## src/rtl/pipe_skid_reg.sv

```systemverilog
// pipe_skid_reg: pipeline stage register with a valid/ready handshake, a
// two-entry skid buffer and a synchronous flush.
//
// in_ready comes straight from stored state, so downstream ready never reaches
// upstream ready through a combinational path. The stage still sustains one
// beat per cycle. The main register always holds the oldest beat and drives
// the output. The skid register catches the one beat that can arrive after
// downstream first stalls.
//
// Optional feature, enabled by defining PIPE_SKID_REG_STALL_CNT_EN:
// stall_cnt counts the cycles where out_valid is high and out_ready is low.
// The counter saturates and is cleared only by rst. When the macro is not
// defined, the design has no counter flops and stall_cnt is tied to zero.
module pipe_skid_reg #(
  parameter int DATA_W = 73,
  parameter int CNT_W  = 16
) (
  input  logic              clk,
  input  logic              rst,
  input  logic              flush,
  input  logic              in_valid,
  output logic              in_ready,
  input  logic [DATA_W-1:0] in_data,
  output logic              out_valid,
  input  logic              out_ready,
  output logic [DATA_W-1:0] out_data,
  output logic [CNT_W-1:0]  stall_cnt
);

  // Occupancy of the stage. main_v and skid_v are decoded from this state,
  // so the illegal combination "skid full, main empty" cannot be encoded.
  typedef enum logic [1:0] {
    EMPTY = 2'b00,
    BUSY  = 2'b01,
    FULL  = 2'b11
  } state_t;

  state_t            state;
  logic [DATA_W-1:0] main_data;
  logic [DATA_W-1:0] skid_data;
  logic              main_v;
  logic              skid_v;
  logic              in_fire;
  logic              out_fire;

  assign main_v    = (state != EMPTY);
  assign skid_v    = (state == FULL);
  assign out_valid = main_v;
  assign out_data  = main_data;
  assign in_ready  = !skid_v;
  assign in_fire   = in_valid && in_ready;
  assign out_fire  = out_valid && out_ready;

  // Occupancy FSM and payload registers. rst has priority over flush, and
  // flush has priority over both handshakes.
  always_ff @(posedge clk) begin
    // NOTE: state is updated with non-blocking assignments. Every branch
    // below then reads the values from before the clock edge, which matches
    // what the hardware flops do.
    if (rst) begin
      state     <= EMPTY;
      // NOTE: the payload registers are reset as well, because out_data is
      // required to read zero after reset. flush clears only the valid
      // state, which keeps the wide data path off the flush net.
      main_data <= '0;
      skid_data <= '0;
    end else if (flush) begin
      state <= EMPTY;
    end else begin
      case (state)
        EMPTY: begin
          if (in_fire) begin
            main_data <= in_data;
            state     <= BUSY;
          end
        end
        BUSY: begin
          if (in_fire && out_fire) begin
            main_data <= in_data;
          end else if (in_fire) begin
            skid_data <= in_data;
            state     <= FULL;
          end else if (out_fire) begin
            state <= EMPTY;
          end
        end
        FULL: begin
          if (out_fire) begin
            main_data <= skid_data;
            state     <= BUSY;
          end
        end
        default: state <= EMPTY;
      endcase
    end
  end

`ifdef PIPE_SKID_REG_STALL_CNT_EN
  // Saturating count of backpressured cycles. flush does not touch it.
  always_ff @(posedge clk) begin
    if (rst) begin
      stall_cnt <= '0;
    end else if (out_valid && !out_ready && (stall_cnt != '1)) begin
      stall_cnt <= stall_cnt + 1'b1;
    end
  end
`else
  assign stall_cnt = '0;
`endif

endmodule

```

## config.mk

```make
export PLATFORM = sky130hd
export DESIGN_NAME = pipe_skid_reg
export DESIGN_NICKNAME = d
export VERILOG_FILES = /design/src/rtl/pipe_skid_reg.sv
export SDC_FILE = /design/constraint.sdc
export NUM_CORES = 1
export LEC_CHECK = 0
export CORE_UTILIZATION = 49
export CTS_CLUSTER_SIZE = 30
export DETAILED_ROUTE_END_ITERATION = 8
export GPL_ROUTABILITY_DRIVEN = 0
export GPL_TIMING_DRIVEN = 0
export HOLD_SLACK_MARGIN = 0.1
export PLACE_DENSITY = 0.79
export SLEW_MARGIN = 40
export SYNTH_ARGS = -nofsm -noshare
export SYNTH_HDL_FRONTEND = slang
export SYNTH_SLANG_ARGS = --single-unit
```

## constraint.sdc

```tcl
create_clock -name clk -period 2 [get_ports clk]
set_input_delay 0.5 -clock clk [delete_from_list [all_inputs] [get_ports clk]]
set_output_delay 0.5 -clock clk [all_outputs]
set_load 0.01 [all_outputs]
```

==> impl_metrics.yaml <==
yosys:
  yosysSeqAreaShare_pct: 44.9
  yosysUniqueCellTypes: 26
  avgSynthCellArea_um2: 9.45
  ys_ff_latch: 148
  syn-cell-area_mm2: 0.00660
  syn_inst: 698
  synth_warnings: 0
timing:
  clock_skew_ns: 0.00648
  finalHoldViolCount: 0
  tightest_slew_ns: 0.742
  period_share_pct: 98.2
  finalCriticalPeriod_ns: 1.96
  slew_viol_final: 0
  max_freq_ghz: 0.509
  setup_viol: 0
  relSlewSlack_pct: 50.5
  rsz0062_at_grt: "true"
grt:
  grt_pass1_wl_um: 28900
  busiest_layer: "met2"
  grtUsageMet2_pct: 44.4
  grtUsageTotal_pct: 26.1
  antenna_found_initial: 0
  grt_max_degree: 17
  grtUsageMet1_pct: 30.5
  grt_overflow: 0
  grt_pass1_vias: 5911
  grt_use_met3_pct: 6.40
clock_tree:
  worstSkewPairLatency_ns: 0.42
  clk_pin_slew_ns: 0.06
  cts_buffers: 17
  ctsHoldBuffers: 0
  cts_max_level: 4
  clock-sinks: 148
  ctsLongestPathBuffers: 2
  cts_root_buffer: "clkbuf_16"
  cts_tree: "yes"
die:
  die_x_um: 118
  die_height_um: 118
  coreArea_mm2: 0.0132
  start_util_pct: 50.0
  dieArea_mm2: 0.0139
  ios: 169
  rows: 42
placed_design:
  dpl.hpwl_um: 12200
  place_area_mm2: 0.00839
  port-buffer-count: 152
hold_path:
  hold_start: "skid_data[17]"
  min_path_type: "reg -> reg"
route:
  ant_nets: 0
  wl_per_cell_um: 16.4
  num_vias: 5799
  drc: 0
  via_per_inst: 5.38
  drt-pass1-iter-count: 5
  wl_um: 17700
  drt_iter0_markers: 324
final_layout:
  nFillCells: 1021
  drive_gt1_share_pct: 20.3
  nets: 972
  syn2layout_area_growth_pct: 39.0
  diodes: 0
  stdcell_area_mm2: 0.00917
critical_path:
  arrival_ns: 2.29
  max_stage_delay_ns: 0.36
  end_kind: "flip-flop"
  cp.required_ns: 2.33
  crit_fanout: 10
  start_kind: "flip-flop"
  slowest_stage: "dfxtp_2"
  critical_path_class: "reg -> reg"
  worstSetupEndpoint: "out_data[53]"
  reg2reg_to: "out_data[53]"
  r2r_cells: 8
  path_cells: "inv_2 -> ha_4 -> nand4bb_4 -> a211oi_4 -> buf_4 -> buf_6 -> a21oi_1 -> a211oi_2"
  r2r-start: "state[1]"
  r2r_slack_ns: 0.04
  startpoint: "state[1]"
power:
  finalPower_w: 0.00797
  power_density_mw_per_mm2: 869
  leakage_nw: 3.14
  peakVddDrop_mv: 0.556
run:
  drv_cap: 0
outcome:
  run_status: "finished clean"
registers in the layout (all words and copies together) (netlist names):
name,cells
skid_data,73
out_data,73
state,2
worst min path at each step:
stage	to	slack [ns]	depth (start not counted)
after floorplan	skid_data[0]	0.44	2
after global placement	skid_data[16]	0.44	2
after detailed placement	skid_data[51]	0.45	2
after CTS	skid_data[51]	0.45	2
after global routing	skid_data[51]	0.47	2
final	skid_data[17]	0.45	2
layer usage:
metal,up-vias,share of wire (%)
li1,2796,-
met1,2790,43
met2,177,50
met3,36,5.2
met4,0,2.7
met5,-,0
report_power, final:
part | total, W | internal, W | switching, W
combinational | 0.00134 | 0.000682 | 0.000653
clock | 0.00342 | 0.00225 | 0.00118
sequential | 0.00321 | 0.00311 | 0.0000987
total | 0.00797 | 0.00604 | 0.00193
synthesized netlist by cell type:
library cell	n	area, um^2
buf_4	24	180
a211oi_1	3	22.5
buf_6	7	78.8
inv_1	5	18.8
nor2b_2	1	8.76
or2_2	1	6.26
mux2i_1	75	751
conb_1	1	3.75
o21ai_0	1	5.00
nor2_1	1	3.75
nor3_4	1	16.3
ha_1	5	62.6
nand3b_1	2	15.0
nand4bb_1	1	11.3
or3_1	1	6.26
o211ai_1	1	7.51
a211oi_2	71	888
nand2_1	148	556
clkbuf_1	17	63.8
nand2b_1	2	12.5
and3_1	1	6.26
a21oi_1	148	741
dfxtp_1	148	2960
a21o_1	1	7.51
buf_2	31	155
and2_1	1	6.26
area by class of cell:
class	count	area, um^2	share of cell area, %
Buffer	78	524	5.72
Sequential cell	148	2970	32.4
Tap cell	176	220	2.40
Clock inverter	9	148	1.61
Clock buffer	23	498	5.43
Timing Repair Buffer	158	1560	17.0
Multi-Input combinational cell	481	3240	35.3
Inverter	5	18.8	0.205
stage by stage:
| step | setup TNS, ns | std cells | util, % | worst slack [ns] | hold WS, ns |
|---|---|---|---|---|---|
| 2_1_floorplan | 0 | 713 | - | 0.182 | 0.436 |
| 3_3_place_gp | -43.27 | 1041 | 63.6 | -0.349 | 0.440 |
| 3_5_place_dp | -52.57 | 1041 | 63.6 | -0.432 | 0.446 |
| 4_1_cts | 0 | 1078 | 69.2 | 0.00360 | 0.454 |
| 5_1_grt | -0.0903 | 1078 | 69.5 | -0.0205 | 0.468 |
| 6_report | 0 | 1078 | 69.5 | 0.0369 | 0.452 |
logic make-up after synthesis:
family                   share of synthesized area, %
AO/OA/AOI/OAI                                    25.3
adder cells (fa/ha/maj)                         0.948
buffers and inverters                            7.53
flip-flops                                       44.9
multiplexers                                     11.4
other                                          0.0568
AND/OR/NAND/NOR                                  9.83
worst max-delay path, delay by kind of cell (launching register included):
kind / cells / cell delay, ns
AO/OA/AOI/OAI: 3 / 0.60
buffers and inverters: 3 / 0.49
flip-flops: 1 / 0.36
AND/OR/NAND/NOR: 1 / 0.24
adder cells (fa/ha/maj): 1 / 0.18
layout by cell type, fill, tap and decap left out, types with 5 or more instances in the layout:
master | netlist | layout
buf_4 | 24 | 22
conb_1 | 1 | 16
clkbuf_16 | 0 | 17
dfxtp_1 | 148 | 146
nand2_1 | 148 | 148
clkdlybuf4s50_1 | 0 | 150
mux2i_1 | 75 | 75
buf_6 | 7 | 11
clkbuf_8 | 0 | 5
a21oi_1 | 148 | 148
clkbuf_1 | 17 | 15
buf_2 | 31 | 30
a211oi_2 | 71 | 70
what timing repair did:
item	4_1_cts	5_1_grt
buffers inserted	4	1
gates resized for setup	19	17
setup endpoints to repair	83	146
pin swaps	4	2
cloned	1	0
Power figures use the tool's default switching activity.
